==> src/rtl/serdes_lane_pkg.sv <==
// Shared types and constants for the SERDES lane bring-up controller.
package serdes_lane_pkg;

    typedef enum logic [2:0] {
        StOff       = 3'd0,
        StPwrup     = 3'd1,
        StWaitLock  = 3'd2,
        StWaitReady = 3'd3,
        StUp        = 3'd4,
        StFault     = 3'd5
    } lane_state_t;

    localparam logic [12:0] OfsCtrl      = 13'h0;
    localparam logic [12:0] OfsStatus    = 13'h1;
    localparam logic [12:0] OfsIntStat   = 13'h2;
    localparam logic [12:0] OfsIntEn     = 13'h3;
    localparam logic [12:0] OfsLaneState = 13'h4;

    localparam int unsigned IntLockRise   = 0;
    localparam int unsigned IntLockFall   = 1;
    localparam int unsigned IntFaultLsb   = 8;
    localparam int unsigned CtrlAutoRetry = 16;
    localparam int unsigned CtrlPhyEn     = 17;
    localparam int unsigned StatusLock    = 31;

endpackage

==> src/rtl/serdes_lane_fsm.sv <==
// One EPCS lane: power/reset sequencer with shared timeout counter and ready synchroniser.
module serdes_lane_fsm
    import serdes_lane_pkg::*;
#(
    parameter int unsigned RST_HOLD_CYC  = 16,
    parameter int unsigned LOCK_WAIT_CYC = 1024,
    parameter int unsigned CNT_W         = $clog2(LOCK_WAIT_CYC + 1)
) (
    input  logic        clk,
    input  logic        rst,
    input  logic        lane_en,
    input  logic        auto_retry,
    input  logic        lock_sync,
    input  logic        epcs_ready,
    output lane_state_t state,
    output logic        pwrdn,
    output logic        rstn,
    output logic        lane_up,
    output logic        fault,
    output logic        fault_entry
);

    localparam logic [CNT_W-1:0] HoldLoad = CNT_W'(RST_HOLD_CYC - 1);
    localparam logic [CNT_W-1:0] WaitLoad = CNT_W'(LOCK_WAIT_CYC - 1);

    lane_state_t      state_q, state_d;
    logic [CNT_W-1:0] cnt_q, cnt_d;
    logic             ready_meta_q, ready_sync_q;
    logic             fault_q;

    always_ff @(posedge clk or posedge rst) begin
        if (rst) begin
            state_q      <= StOff;
            cnt_q        <= '0;
            ready_meta_q <= 1'b0;
            ready_sync_q <= 1'b0;
            fault_q      <= 1'b0;
        end else begin
            state_q      <= state_d;
            cnt_q        <= cnt_d;
            ready_meta_q <= epcs_ready;
            ready_sync_q <= ready_meta_q;
            if (!lane_en) begin
                fault_q <= 1'b0;
            end else if (fault_entry) begin
                fault_q <= 1'b1;
            end
        end
    end

    always_comb begin
        state_d = state_q;
        cnt_d   = (cnt_q == '0) ? '0 : cnt_q - 1'b1;
        if (!lane_en) begin
            state_d = StOff;
            cnt_d   = HoldLoad;
        end else begin
            case (state_q)
                StOff: begin
                    state_d = StPwrup;
                    cnt_d   = HoldLoad;
                end
                StPwrup: begin
                    if (cnt_q == '0) begin
                        state_d = StWaitLock;
                        cnt_d   = WaitLoad;
                    end
                end
                StWaitLock: begin
                    if (lock_sync) begin
                        state_d = StWaitReady;
                        cnt_d   = WaitLoad;
                    end else if (cnt_q == '0) begin
                        state_d = StFault;
                        cnt_d   = HoldLoad;
                    end
                end
                StWaitReady: begin
                    // Losing lock outranks both ready and timeout
                    if (!lock_sync) begin
                        state_d = StWaitLock;
                        cnt_d   = WaitLoad;
                    end else if (ready_sync_q) begin
                        state_d = StUp;
                    end else if (cnt_q == '0) begin
                        state_d = StFault;
                        cnt_d   = HoldLoad;
                    end
                end
                StUp: begin
                    if (!lock_sync) begin
                        state_d = StWaitLock;
                        cnt_d   = WaitLoad;
                    end else if (!ready_sync_q) begin
                        state_d = StWaitReady;
                        cnt_d   = WaitLoad;
                    end
                end
                StFault: begin
                    if (auto_retry && cnt_q == '0) begin
                        state_d = StPwrup;
                        cnt_d   = HoldLoad;
                    end
                end
                default: begin
                    state_d = StOff;
                    cnt_d   = HoldLoad;
                end
            endcase
        end
    end

    assign fault_entry = (state_q != StFault) && (state_d == StFault);
    assign state       = state_q;
    assign pwrdn       = (state_q == StOff);
    assign rstn        = (state_q == StWaitReady) || (state_q == StUp);
    assign lane_up     = (state_q == StUp);
    assign fault       = fault_q;

endmodule

==> src/rtl/serdes_lane_ctrl.sv <==
// APB register front-end, SPLL lock synchroniser/edge detect and interrupts for the lane FSMs.
module serdes_lane_ctrl
    import serdes_lane_pkg::*;
#(
    parameter int unsigned NUM_LANES     = 4,
    parameter int unsigned RST_HOLD_CYC  = 16,
    parameter int unsigned LOCK_WAIT_CYC = 1024,
    parameter int unsigned CNT_W         = $clog2(LOCK_WAIT_CYC + 1)
) (
    input  logic                 APB_CLK,
    input  logic                 APB_RST,
    input  logic [14:2]          APB_PADDR,
    input  logic                 APB_PSEL,
    input  logic                 APB_PENABLE,
    input  logic                 APB_PWRITE,
    input  logic [31:0]          APB_PWDATA,
    output logic [31:0]          APB_PRDATA,
    output logic                 APB_PREADY,
    output logic                 APB_PSLVERR,
    input  logic                 SPLL_LOCK,
    input  logic [NUM_LANES-1:0] EPCS_READY,
    output logic [NUM_LANES-1:0] EPCS_PWRDN,
    output logic [NUM_LANES-1:0] EPCS_RSTN,
    output logic                 SERDESIF_PHY_RESET_N,
    output logic [NUM_LANES-1:0] LANE_UP,
    output logic                 PLL_LOCK_INT,
    output logic                 PLL_LOCKLOST_INT,
    output logic                 IRQ
);

    localparam logic [31:0] IntMask =
        32'h3 | (((32'h1 << NUM_LANES) - 32'h1) << IntFaultLsb);

    logic [NUM_LANES-1:0]   lane_en_q;
    logic                   auto_retry_q, phy_en_q;
    logic [31:0]            int_stat_q, int_stat_d, int_en_q, int_set;
    logic                   lock_meta_q, lock_sync_q, lock_prev_q;
    logic                   lock_rise, lock_fall;
    logic [NUM_LANES-1:0]   lane_up, lane_fault, fault_entry, pwrdn, rstn;
    logic [3*NUM_LANES-1:0] lane_state_vec;
    logic                   access, wr, addr_valid, ro_hit;
    logic [31:0]            rdata;

    assign access = APB_PSEL & APB_PENABLE;
    assign wr     = access & APB_PWRITE;

    always_comb begin
        addr_valid = 1'b1;
        ro_hit     = 1'b0;
        rdata      = '0;
        case (APB_PADDR)
            OfsCtrl: begin
                rdata                = 32'(lane_en_q);
                rdata[CtrlAutoRetry] = auto_retry_q;
                rdata[CtrlPhyEn]     = phy_en_q;
            end
            OfsStatus: begin
                ro_hit            = 1'b1;
                rdata             = 32'(lane_up);
                rdata[15:8]       = 8'(lane_fault);
                rdata[StatusLock] = lock_sync_q;
            end
            OfsIntStat: rdata = int_stat_q;
            OfsIntEn:   rdata = int_en_q;
            OfsLaneState: begin
                ro_hit = 1'b1;
                rdata  = 32'(lane_state_vec);
            end
            default: addr_valid = 1'b0;
        endcase
    end

    assign APB_PREADY  = 1'b1;
    assign APB_PSLVERR = access & (~addr_valid | (APB_PWRITE & ro_hit));
    assign APB_PRDATA  = (access & ~APB_PWRITE & addr_valid) ? rdata : '0;

    assign lock_rise = lock_sync_q & ~lock_prev_q;
    assign lock_fall = ~lock_sync_q & lock_prev_q;
    assign int_set   = (32'(fault_entry) << IntFaultLsb)
                     | (32'(lock_rise) << IntLockRise)
                     | (32'(lock_fall) << IntLockFall);

    // Clear first, then set, so a hardware event beats a same-cycle W1C
    always_comb begin
        int_stat_d = int_stat_q;
        if (wr && APB_PADDR == OfsIntStat) begin
            int_stat_d = int_stat_d & ~APB_PWDATA;
        end
        int_stat_d = (int_stat_d | int_set) & IntMask;
    end

    always_ff @(posedge APB_CLK or posedge APB_RST) begin
        if (APB_RST) begin
            lane_en_q    <= '0;
            auto_retry_q <= 1'b0;
            phy_en_q     <= 1'b0;
            int_stat_q   <= '0;
            int_en_q     <= '0;
            lock_meta_q  <= 1'b0;
            lock_sync_q  <= 1'b0;
            lock_prev_q  <= 1'b0;
        end else begin
            lock_meta_q <= SPLL_LOCK;
            lock_sync_q <= lock_meta_q;
            lock_prev_q <= lock_sync_q;
            int_stat_q  <= int_stat_d;
            if (wr && APB_PADDR == OfsCtrl) begin
                lane_en_q    <= APB_PWDATA[NUM_LANES-1:0];
                auto_retry_q <= APB_PWDATA[CtrlAutoRetry];
                phy_en_q     <= APB_PWDATA[CtrlPhyEn];
            end
            if (wr && APB_PADDR == OfsIntEn) begin
                int_en_q <= APB_PWDATA & IntMask;
            end
        end
    end

    for (genvar n = 0; n < NUM_LANES; n++) begin : g_lane
        lane_state_t st;
        serdes_lane_fsm #(
            .RST_HOLD_CYC (RST_HOLD_CYC),
            .LOCK_WAIT_CYC(LOCK_WAIT_CYC),
            .CNT_W        (CNT_W)
        ) u_lane (
            .clk        (APB_CLK),
            .rst        (APB_RST),
            .lane_en    (lane_en_q[n]),
            .auto_retry (auto_retry_q),
            .lock_sync  (lock_sync_q),
            .epcs_ready (EPCS_READY[n]),
            .state      (st),
            .pwrdn      (pwrdn[n]),
            .rstn       (rstn[n]),
            .lane_up    (lane_up[n]),
            .fault      (lane_fault[n]),
            .fault_entry(fault_entry[n])
        );
        assign lane_state_vec[3*n +: 3] = st;
    end

    assign EPCS_PWRDN           = pwrdn;
    assign EPCS_RSTN            = rstn;
    assign LANE_UP              = lane_up;
    assign SERDESIF_PHY_RESET_N = phy_en_q;
    assign PLL_LOCK_INT         = int_stat_q[IntLockRise] & int_en_q[IntLockRise];
    assign PLL_LOCKLOST_INT     = int_stat_q[IntLockFall] & int_en_q[IntLockFall];
    assign IRQ                  = |(int_stat_q & int_en_q);

endmodule

==> config.mk <==
export PLATFORM = sky130hd
export DESIGN_NAME = serdes_lane_ctrl
export DESIGN_NICKNAME = d
export VERILOG_FILES = /design/src/rtl/serdes_lane_pkg.sv /design/src/rtl/serdes_lane_fsm.sv /design/src/rtl/serdes_lane_ctrl.sv
export SDC_FILE = /design/constraint.sdc
export NUM_CORES = 1
export LEC_CHECK = 0
export ABC_CLOCK_PERIOD_IN_PS = 3500
export CAP_MARGIN = 25
export CORE_MARGIN = 5
export CORE_UTILIZATION = 49
export CTS_BUF_LIST = sky130_fd_sc_hd__clkbuf_4 sky130_fd_sc_hd__clkbuf_8 sky130_fd_sc_hd__clkbuf_16
export DETAILED_ROUTE_END_ITERATION = 10
export MAX_ROUTING_LAYER = met4
export PLACE_DENSITY = 0.89
export REMOVE_ABC_BUFFERS = 1
export SYNTH_ARGS = -nofsm -noshare
export SYNTH_HDL_FRONTEND = slang
export SYNTH_SLANG_ARGS = --single-unit
==> constraint.sdc <==
create_clock -name APB_CLK -period 3.5 [get_ports APB_CLK]
set_input_delay 1.05 -clock APB_CLK [delete_from_list [all_inputs] [get_ports APB_CLK]]
set_output_delay 1.05 -clock APB_CLK [all_outputs]
set_load 0.02 [all_outputs]
[Yosys cells after proc, flatten, opt, wreduce, memory -nomap -nowiden]
Cells that the tools add are included.
Word-level totals
  output and inout port bits: 50
  register bits: 89
Operators by class
  bitwise logic cells: 21
  add/subtract/negate cells: 4
  equality and inequality tests: 36
  mux-type cells: 97
  reductions and logical operators: 27
Operators with widths (number)
  11-bit 2-to-1 mux: 40
  11-bit one-hot mux with 5 select lines: 4
  32-bit one-hot mux with 5 select lines: 1
  3-bit 2-to-1 mux: 36
  3-bit one-hot mux with 6 select lines: 4
  11-bit logical NOT: 4
  11-bit by 1-bit subtractor with 11-bit output, second input constant: 4
  3-bit == test, second input constant: 12
  32-bit 2-to-1 mux: 1
  32-bit OR reduction: 1
  13-bit by 2-bit == test with 1-bit output, second input constant: 2
  12-bit AND: 2
  3-bit by 2-bit == test with 1-bit output, second input constant: 8
  13-bit by 1-bit == test with 1-bit output, second input constant: 1
  13-bit by 3-bit == test with 1-bit output, second input constant: 1
  13-bit logical NOT: 1
  3-bit by 1-bit == test with 1-bit output, second input constant: 4
  3-bit logical NOT: 4
  12-bit 2-to-1 mux: 1
  3-bit inequality test, second input constant: 4
  12-bit NOT: 1
  12-bit by 1-bit OR with 12-bit output: 1
  12-bit OR: 1
  12-bit by 2-bit OR with 12-bit output: 1
  9 further kinds: 46

[Depth between registers and ports, before layout]
Gate-level depths: netlist (run 1).
  depth after elaboration: 11
  gate-level depth with buffers: 8
  mapped depth without buffers: 7

[Hierarchy]
From an unflattened synthesis (run 1), not the netlist that was laid out.
Second synthesis, totals
  cell total of the unflattened synthesis: 713
  area, all modules: 6289.8 µm²
By module, submodules not included
  serdes_lane_fsm at g_lane[1].u_lane ...: area an instance 1161.1 µm², times used 2, sequential area each 425.4 µm², cells each 141
  serdes_lane_ctrl: area an instance 1505.2 µm², times used 1, sequential area each 525.5 µm², cells each 147
  serdes_lane_fsm at g_lane[0].u_lane: area an instance 1297.5 µm², times used 1, sequential area each 425.4 µm², cells each 143
  serdes_lane_fsm at g_lane[3].u_lane: area an instance 1164.9 µm², times used 1, sequential area each 425.4 µm², cells each 141

[Least setup slack after synthesis (run 1)]
No wires, ideal clock.
  path type: in2out
  start: input APB_PADDR[2] in the netlist's numbering
  end: output APB_PRDATA[17]
  arrival time: 2761 ps
  data required time: 2450 ps
  path slack: -311 ps
  cell stages on the path: 6
  cell sequence: clkbuf_1 -> or2_2 -> a211oi_1 -> nand2_1 -> clkbuf_1 -> nor4_1
Between the ends
  cells in the longest elaborated chain, start to end: 5
Ends and longest elaborated chain
  start, declared: line serdes_lane_ctrl.sv:12  | input logic [14:2] APB_PADDR,
  13-bit by 2-bit == test with 1-bit output (tied with other cells): line serdes_lane_ctrl.sv:51  | case (APB_PADDR)
  5-bit OR reduction (no source line)
  1-bit 2-to-1 mux: line serdes_lane_ctrl.sv:51
  1-bit AND: line serdes_lane_ctrl.sv:75  | assign APB_PRDATA = (access & ~APB_PWRITE & addr_valid) ? rdata : '0;
  32-bit 2-to-1 mux (*): line serdes_lane_ctrl.sv:75
  end, declared: line serdes_lane_ctrl.sv:17  | output logic [31:0] APB_PRDATA,
Mark *: on every way between the ends. The rest lies on a longest branch, timed or not.

[Worst setup path after layout (run 1)]
  start: input APB_PADDR[13] in the netlist's numbering
  end: output APB_PRDATA[9]
Same word-level chain as after synthesis.

==> results of run 1 <==
[flip-flops by register name (all words and copies together), names as in the netlist]
name / count
lane_en_q: 4
g_lane.u_lane.cnt_q: 44
SERDESIF_PHY_RESET_N: 1
g_lane.u_lane.ready_sync_q: 4
int_stat_q: 6
lock_prev_q: 1
int_en_q: 6
auto_retry_q: 1
lock_meta_q: 1
lock_sync_q: 1
g_lane.u_lane.fault: 4
g_lane.u_lane.ready_meta_q: 4
g_lane.u_lane.state: 12
[stage by stage]
stage,hold WS [ns],util (%),TNS (ns),power [mW],cell area [µm²]
after CTS,0.349,61.6,-0.674,2.17,7430
after global placement,0.332,57.2,-14.94,1.18,6900
after global routing,0.352,62.1,-2.21,2.24,7480
after floorplan,0.331,-,-2.40,1.11,5700
after detailed placement,0.335,57.2,-15.98,1.18,6900
final,0.347,62.1,-1.78,2.16,7480
[metal layers]
layer | vias up | wire length [µm] | global-route usage, %
li1 | 2618 | - | -
met1 | 2600 | 6840 | 29.0
met2 | 263 | 8210 | 38.0
met3 | 63 | 1010 | 3.59
met4 | 0 | 650 | 10.2
met5 | - | 0 | -
[worst max-delay path by stage]
stage                  startpoint        endpoint  slack [ns]
detailed placement  APB_PADDR[10]   APB_PRDATA[4]       -1.17
CTS                 APB_PADDR[14]   APB_PRDATA[8]       -0.10
finish              APB_PADDR[13]   APB_PRDATA[9]       -0.21
floorplan           APB_PADDR[10]  APB_PRDATA[31]       -0.30
global placement    APB_PADDR[10]   APB_PRDATA[4]       -1.06
global route        APB_PADDR[13]   APB_PRDATA[9]       -0.21
[cell type report]
cell class / count / area, µm²
clock inverter: 3 / 40.0
sequential: 89 / 2230
multi-input combinational: 530 / 3570
clock buffer: 12 / 260
inverter: 21 / 80.1
fill: 932 / 4580
timing repair buffer: 119 / 1090
tap: 168 / 210
[timing repair]
action	CTS	global route
cloned	0	0
endpoints found under the setup margin	16	15
pin swaps	19	14
buffers inserted	11	3
gates resized for setup	172	12
[cell families after synthesis]
kind of cell | count (synthesis)
other cells | 2
flops | 89
mux | 20
simple gates | 275
buf+inv | 82
xor+xnor | 31
compound gates | 178
fa+ha+maj | 8
[where the power goes]
part | total (mW) | switching (mW) | internal (mW)
registers | 1.04 | 0.00585 | 1.04
logic | 0.137 | 0.0820 | 0.0551
clock network | 0.986 | 0.392 | 0.594
[cells in the mapped netlist (8+ instances only)]
master     n
a21oi_1   45
nand2b_1  19
nor3_1    18
clkbuf_1  19
a22o_1     9
nor2_1    64
nand2_1   56
nor4b_1    8
dfrtp_1   89
o21ai_0   30
nor2b_1   14
buf_4     30
mux2_2    18
nor3b_1   12
nor4_1    12
xor2_1    14
inv_1     20
ha_1       8
and2_1    17
a31oi_1   12
o21a_1     9
nand3_1   13
xnor2_1   17
[placed cells by master (no fill, tap or decap), types with 11 or more instances in the layout]
cell type	instances
nor2_1	64
mux2_2	18
xor2_1	14
nand2b_1	19
nor3b_1	11
o21ai_0	30
nor2b_1	12
dfrtp_1	89
nor3_1	18
inv_1	19
xnor2_1	17
nand3_1	13
a31oi_1	12
and2_1	12
nand2_1	52
a21oi_1	40
buf_4	51
buf_6	22
clkdlybuf4s50_1	33
conb_1	18
==> flow_metrics.tcl, run 1 <==
set metrics [dict create \
    min_path_cells 0 \
    area_growth_pct 23.7 \
    dieWidth_um 121 \
    syn_area_per_cell_um2 8.84 \
    portBuffers 64 \
    vias 5544 \
    grt_pass1_wl_um 26900 \
    first_pass_iters 5 \
    max-cap-violations 0 \
    gp_congestion 0.930 \
    min-delay-start "g_lane[3].u_lane.ready_meta_q" \
    hold_end "g_lane[3].u_lane.ready_sync_q" \
    drc 0 \
    cellPowerDensity_mw_per_mm2 289 \
    synth_top_area_cell "dfrtp_1" \
    setup_ws_ns -0.207 \
    r2r_start "g_lane[3].u_lane.cnt_q[0]" \
    post_drt_wl_per_cell_um 17.7 \
    viasPerCell 5.89 \
    cts_buffer_depth 2 \
    antenna_found_initial 0 \
    synthAdderAreaFrac_pct 1.65 \
    row_count 40 \
    setup_viol 15 \
    rsz0062_at_grt "yes" \
    grt_max_degree 34 \
    ir_worst_vdd_mv 0.208 \
    cts.sinks 89 \
    worst-slew-pin-transition_ns 0.735 \
    cp.depth 8 \
    synth_area_leaders "dfrtp_1 37%, nor2_1 4.0%, a21oi_1 3.7%, buf_4 3.7%, nand2_1 3.5%" \
    cts_max_level 3 \
    path_max_fanout 7 \
    yosys.area_share.simple_pct 25.3 \
    final_cells 942 \
    initial_core_util_pct 50.2 \
    core-area_mm2 0.0121 \
    boundaryPins 105 \
    synth-edff-count 0 \
    die_area_mm2 0.0147 \
    cp-end-kind "output pin" \
    slowest_stage "nor4_4" \
    path_buf_inv 3 \
    grt_overflow_total 0 \
    cts_tree "done" \
    clock_latency_ns 0.35 \
    dp_cells 916 \
    gr-usage-all-layers_pct 23.3 \
    clock_skew_ns 0.0165 \
    synth_compound_area_share_pct 19.9 \
    max_clock_freq_mhz 270 \
    ant_nets 0 \
    yosysSeqAreaShare_pct 36.8 \
    worstPathArrival_ns 2.66 \
    ys_warn_count 0 \
    violations "setup timing" \
    cp_cell_sequence "buf_6, nor4_4, and3_4, nor4b_4, buf_6, a22oi_2, a21oi_2, buf_6" \
    status "finished, violations left" \
    cpMostUsedCell "buf_6" \
    worstSetupPathType "in2out" \
    synthCells 685 \
    pre_cts_ws_ns -1.17 \
    grt_pass1_vias 5337 \
    relSlewSlack_pct 50.3 \
    cts_buffers 9 \
    critPathLaunchType "primary input" \
    rr_worst_depth 7 \
    yosysTopAreaCellShare_pct 36.8 \
    yosys_most_used_dff "dfrtp_1" \
    drt_iter0_markers 470 \
    synthesis.area_mm2 0.00605 \
    muxShareOfSynthArea_pct 3.68 \
    antennaDiodeCount 0 \
    cp_top_family "simple AND/OR/NAND/NOR gates" \
    hold_class "reg2reg" \
    synth-seq-cells 89 \
    cts.clk_slew.worst_paths_ns 0.06 \
    slew_violations 0 \
    wirelength_um 16700 \
    required_ns 2.45 \
    r2r_setup_slack_ns 0.96 \
    finalHoldViolCount 0 \
    ys_types 80 \
    drive_gt1_share_pct 21.3 \
    die_h_um 121 \
    post-route-min-period_ns 3.71 \
    period_share_pct 106 \
    final_nets 833 \
    ys_async_sr_fraction_pct 100 \
    ctsHoldBuffers 0 \
    ctsRootBufferMaster "clkbuf_16" \
    cpPeakStageDelay_ns 0.31 \
    rr_endpoint "g_lane[3].u_lane.cnt_q[6]" \
    leakagePower_nw 3.20 \
    synthXorXnorAreaFrac_pct 4.49 \
    synth_top_family_by_area "simple AND/OR/NAND/NOR gates" \
    hpwl_um 11300 \
]
Note: power is estimated with default switching activity, not from simulation.
==> inputs of run 2 (changes only) <==
--- a/config.mk
+++ b/config.mk
@@ -7,9 +7,10 @@
 export LEC_CHECK = 0
 export ABC_CLOCK_PERIOD_IN_PS = 3500
 export CAP_MARGIN = 25
-export CORE_MARGIN = 5
+export CORE_MARGIN = 1.5
 export CORE_UTILIZATION = 49
 export CTS_BUF_LIST = sky130_fd_sc_hd__clkbuf_4 sky130_fd_sc_hd__clkbuf_8 sky130_fd_sc_hd__clkbuf_16
+export CTS_CLUSTER_SIZE = 16
 export DETAILED_ROUTE_END_ITERATION = 10
 export MAX_ROUTING_LAYER = met4
 export PLACE_DENSITY = 0.89
==> run 2 against run 1 <==
- the flow still finishes with violations (setup timing)
- non-clock buffer count up 4
- die area down 11%
- count of clock-buffer cells in the layout unchanged
- register-to-register slack worse by 0.03 ns
- setup slack improved by 0.010 ns
- sequential share of layout area shrank 0.065 points
- fmax increased by 0.27%
- sequential power about the same
- largest power group unchanged
==> flow_metrics.tcl, run 2 (synthesized netlist as in run 1, its figures left out) <==
set metrics [dict create \
    layout_commonest_cell "dfrtp_1" \
    grt_max_degree 66 \
    max_clock_freq_mhz 271 \
    cts.clk_slew.worst_paths_ns 0.06 \
    cts_max_level 3 \
    die_h_um 114 \
    final_cell_mix "89 x dfrtp_1, 64 x nor2_1, 54 x buf_4" \
    power.total_mw 2.21 \
    dpl-instance-area_mm2 0.00688 \
    vias 5800 \
    critPathLaunchType "primary input" \
    status "finished, violations left" \
    initial_core_util_pct 50.4 \
    viasPerCell 6.26 \
    worst-slew-pin-transition_ns 0.723 \
    die_area_mm2 0.0130 \
    grt_overflow_total 0 \
    largest_reg_flops 44 \
    drive_gt1_share_pct 21.4 \
    clock_skew_ns 0.0108 \
    fin_hold_ws_ns 0.349 \
    cp-end-kind "output pin" \
    grt_pass1_wl_um 27900 \
    cts_buffers 9 \
    worstPathArrival_ns 2.65 \
    required_ns 2.45 \
    violations "setup timing" \
    gp_congestion 0.889 \
    ant_nets 0 \
    cts.sinks 89 \
    max-cap-violations 0 \
    fillers 933 \
    final_util_pct 62.4 \
    dieWidth_um 114 \
    drt_iter0_markers 482 \
    worstSetupPathType "in2out" \
    antennaDiodeCount 0 \
    post_drt_wl_per_cell_um 18.9 \
    largest_register "g_lane.u_lane.cnt_q" \
    portBuffers 64 \
    hpwl_um 10800 \
    setup_viol 15 \
    finalInstanceArea_mm2 0.00750 \
    path_max_fanout 6 \
    post-route-min-period_ns 3.70 \
    min-delay-start "g_lane[2].u_lane.ready_meta_q" \
    cts_buffer_depth 2 \
    drc 0 \
    finalHoldViolCount 0 \
    ir_worst_vdd_mv 0.214 \
    rsz0062_at_grt "yes" \
    setup_ws_ns -0.196 \
    core-area_mm2 0.0120 \
    cts_tree "done" \
    antenna_found_initial 0 \
    grt_pass1_vias 5592 \
    slew_violations 0 \
    cellPowerDensity_mw_per_mm2 294 \
    gr-usage-all-layers_pct 27.8 \
    first_pass_iters 5 \
    period_share_pct 106 \
    relSlewSlack_pct 51.1 \
    leakagePower_nw 3.23 \
    boundaryPins 105 \
    ctsRootBufferMaster "clkbuf_16" \
    hold_class "reg2reg" \
    pre_cts_ws_ns -1.05 \
    setup.worst_path.start "APB_PADDR[7]" \
    final_nets 837 \
    wirelength_um 17500 \
    r2r_start "g_lane[3].u_lane.cnt_q[0]" \
    row_count 40 \
    clock_latency_ns 0.35 \
    area_growth_pct 23.9 \
]
## run 2: metrics by stage
step                instances  setup TNS (ns)
floorplan                 640           -2.40
global placement          896          -14.16
detailed placement        896          -14.95
CTS                       926          -0.668
global route              926           -2.25
finish                    926           -1.88
## run 2: worst paths after layout
| kind | end | slack [ns] | cells after the start |
|---|---|---|---|
| worst max-delay path | APB_PRDATA[9] | -0.20 | 8 |
| worst min-delay path | g_lane[2].u_lane.ready_sync_q | 0.35 | 0 |
| worst max register to register | g_lane[3].u_lane.cnt_q[6] | 0.93 | 7 |
| worst min register to register | g_lane[2].u_lane.ready_sync_q | 0.35 | 0 |
| max in group asynchronous | g_lane[1].u_lane.cnt_q[0] | 1.76 | 3 |
| min in group asynchronous | g_lane[2].u_lane.cnt_q[2] | 1.04 | 2 |
## run 2: area by class of cell
type	count	area [µm²]	share of cell area [%]
Inverter	21	80.1	1.07
Clock buffer	12	267	3.55
Clock inverter	4	50.0	0.667
Multi-Input combinational cell	530	3580	47.7
Tap cell	147	184	2.45
Timing Repair Buffer	123	1110	14.8
Sequential cell	89	2230	29.7
## run 2: per-layer routing
layer  global-route usage [%]  vias up  routed length, µm
met5                        -        -                  0
met4                     15.5        0                958
met3                     4.34       92               1200
li1                         -     2614                  -
met2                     43.4      325               8560
met1                     34.6     2769               6790
## run 2: critical path, cell delays in order
cell	delay, ns
buf_6	0.09
nor4_4	0.30
and3_4	0.26
nor4b_4	0.26
buf_6	0.18
a22oi_1	0.12
a21oi_2	0.20
buf_4	0.18
## run 2: timing repair
| item | in CTS | in global routing |
|---|---|---|
| hold buffers | 0 | 0 |
| endpoints found under the setup margin | 16 | 15 |
| resized for setup | 171 | 12 |
| setup buffers | 14 | 0 |
| pin swaps | 16 | 14 |
## run 2: where the power goes
| part | internal (mW) | total [mW] | switching, mW | leakage [nW] |
|---|---|---|---|---|
| combinational | 0.0545 | 0.139 | 0.0843 | 1.95 |
| clock | 0.611 | 1.03 | 0.416 | 0.151 |
| sequential | 1.03 | 1.04 | 0.00575 | 1.12 |
==> inputs of run 3 (changes only) <==
--- a/config.mk
+++ b/config.mk
@@ -14,7 +14,6 @@
 export DETAILED_ROUTE_END_ITERATION = 10
 export MAX_ROUTING_LAYER = met4
 export PLACE_DENSITY = 0.89
-export REMOVE_ABC_BUFFERS = 1
 export SYNTH_ARGS = -nofsm -noshare
 export SYNTH_HDL_FRONTEND = slang
 export SYNTH_SLANG_ARGS = --single-unit
==> run 3 against run 2 <==
- critical endpoint is now APB_PRDATA[11]
- register-to-register slack got worse by 0.02 ns
- the flow still finishes with violations (setup timing)
- die area unchanged
- sequential power about the same
- largest cell class unchanged
==> flow_metrics.tcl, run 3 (synthesized netlist as in run 1, its figures left out) <==
set metrics [dict create \
    status "finished, violations left" \
    violations "setup timing" \
    core-area_mm2 0.0120 \
    clock_skew_ns 0.00736 \
    drt_iter0_markers 387 \
    hold_end "lock_sync_q" \
    final_cell_mix "89 x dfrtp_1, 63 x nor2_1, 54 x nand2_1" \
    wirelength_um 15400 \
    first_pass_iters 7 \
    grt_pass1_wl_um 25300 \
    cp_cell_sequence "buf_6, nor4_4, and3_4, nor4b_4, buf_4, a222oi_1, nor2_1, buf_4" \
    portBuffers 64 \
    grt_max_degree 74 \
    cts_max_level 3 \
    ctsHoldBuffers 0 \
    r2r_setup_slack_ns 0.91 \
    slew_violations 0 \
    hold_class "reg2reg" \
    cts_buffer_depth 2 \
    initial_core_util_pct 50.4 \
    required_ns 2.45 \
    die_area_mm2 0.0130 \
    antennaDiodeCount 0 \
    setup.worst_path.start "APB_PADDR[13]" \
    drive_gt1_share_pct 19.8 \
    finalHoldViolCount 0 \
    antenna_found_initial 0 \
    post-route-min-period_ns 3.69 \
    rr_worst_depth 7 \
    r2r_start "g_lane[3].u_lane.cnt_q[0]" \
    die_h_um 114 \
    combinationalPowerShare_pct 5.9 \
    grt_pass1_vias 5143 \
    worstSetupPathType "in2out" \
    row_count 40 \
    cpPeakStageDelay_ns 0.31 \
    post_drt_wl_per_cell_um 16.9 \
    layout_commonest_cell "dfrtp_1" \
    viasPerCell 5.98 \
    cts.clk_slew.worst_paths_ns 0.06 \
    worst-slew-pin-transition_ns 0.795 \
    critPathLaunchType "primary input" \
    largest_register "g_lane.u_lane.cnt_q" \
    p_int_mw 1.73 \
    p_switching_mw 0.508 \
    gr-usage-all-layers_pct 25.0 \
    ant_nets 0 \
    boundaryPins 105 \
    final_util_pct 61.4 \
    gp_congestion 0.932 \
    path_max_fanout 5 \
    dpl-instance-area_mm2 0.00688 \
    vias 5464 \
    max_clock_freq_mhz 271 \
    setup_ws_ns -0.186 \
    cts.sinks 89 \
    cts_tree "done" \
    final_nets 824 \
    dieWidth_um 114 \
    rr_endpoint "g_lane[3].u_lane.cnt_q[9]" \
    fillers 973 \
    clock_latency_ns 0.35 \
    hpwl_um 10900 \
    pwr-share-seq_pct 46.4 \
    relSlewSlack_pct 46.5 \
    cpMostUsedCell "buf_4" \
    grt_overflow_total 0 \
    min_path_cells 0 \
    power.total_mw 2.24 \
    area_growth_pct 21.9 \
    leakagePower_nw 3.17 \
    fin_hold_ws_ns 0.350 \
    finalInstanceArea_mm2 0.00737 \
    max-cap-violations 0 \
    p_sw_share_pct 22.7 \
    setup_viol 14 \
    clock_power_share_pct 47.7 \
    rsz0062_at_grt "yes" \
    slowest_stage "nor4_4" \
    cp-end-kind "output pin" \
    fin_setup_tns_ns -1.70 \
    drc 0 \
    worstPathArrival_ns 2.64 \
    period_share_pct 105 \
    ctsRootBufferMaster "clkbuf_16" \
    cellPowerDensity_mw_per_mm2 304 \
    min-delay-start "lock_meta_q" \
    ir_worst_vdd_mv 0.172 \
    cts_buffers 9 \
    largest_reg_flops 44 \
]
run 3: changes by cell type in the layout (fill, tap and decap cells not counted), moves of 2 or more:
cell,previous run,this run
clkbuf_8,3,1
and2_4,5,3
and2_1,12,14
a21oi_2,4,6
buf_6,21,14
buf_4,54,48
run 3: critical path: cells and delay by family:
kind	cells	cell delay (ns)
compound gates	1	0.09
buf+inv	3	0.48
simple gates	4	1.03
run 3: timing repair:
action                                  CTS  global route
pin swaps                                23             9
resized for setup                       158             5
endpoints found under the setup margin   16            15
buffers inserted                          4             1
run 3: power groups by stage:
stage	clock network [mW]	registers, mW	logic (mW)
2_1_floorplan	0	1.06	0.0744
3_3_place_gp	0	1.06	0.122
4_1_cts	1.08	1.04	0.130
3_5_place_dp	0	1.06	0.123
6_report	1.07	1.04	0.132
5_1_grt	1.13	1.04	0.142
run 3: layer usage:
metal / up-vias / wire length (µm) / GRT usage, % / part of all wire (%)
met5: - / 0 / - / 0
met4: 0 / 307 / 7.83 / 2.0
met3: 22 / 1090 / 3.60 / 7.1
met2: 230 / 7350 / 39.3 / 48
met1: 2622 / 6690 / 33.6 / 43
li1: 2590 / - / - / -
run 3: final cells by class:
cell class,instances,area (µm²),area share [%]
timing repair buffer,110,982,13.3
multi-input combinational,530,3570,48.4
tap,147,184,2.49
inverter,21,80.1,1.09
clock inverter,6,90.1,1.22
sequential,89,2230,30.2
clock buffer,10,239,3.24
run 3: how the worst max path moves through the flow:
stage / slack (ns) / cells past startpoint / end
final: -0.19 / 8 / APB_PRDATA[11]
after global routing: -0.22 / 8 / APB_PRDATA[1]
after CTS: -0.13 / 8 / APB_PRDATA[1]
after detailed placement: -1.10 / 9 / APB_PRDATA[7]
after global placement: -1.04 / 9 / APB_PRDATA[5]
after floorplan: -0.11 / 5 / APB_PRDATA[16]
run 3: stage by stage:
stage,setup slack [ns],std cells
6_report,-0.186,913
5_1_grt,-0.224,913
4_1_cts,-0.127,912
3_5_place_dp,-1.10,894
3_3_place_gp,-1.04,894
2_1_floorplan,-0.110,701
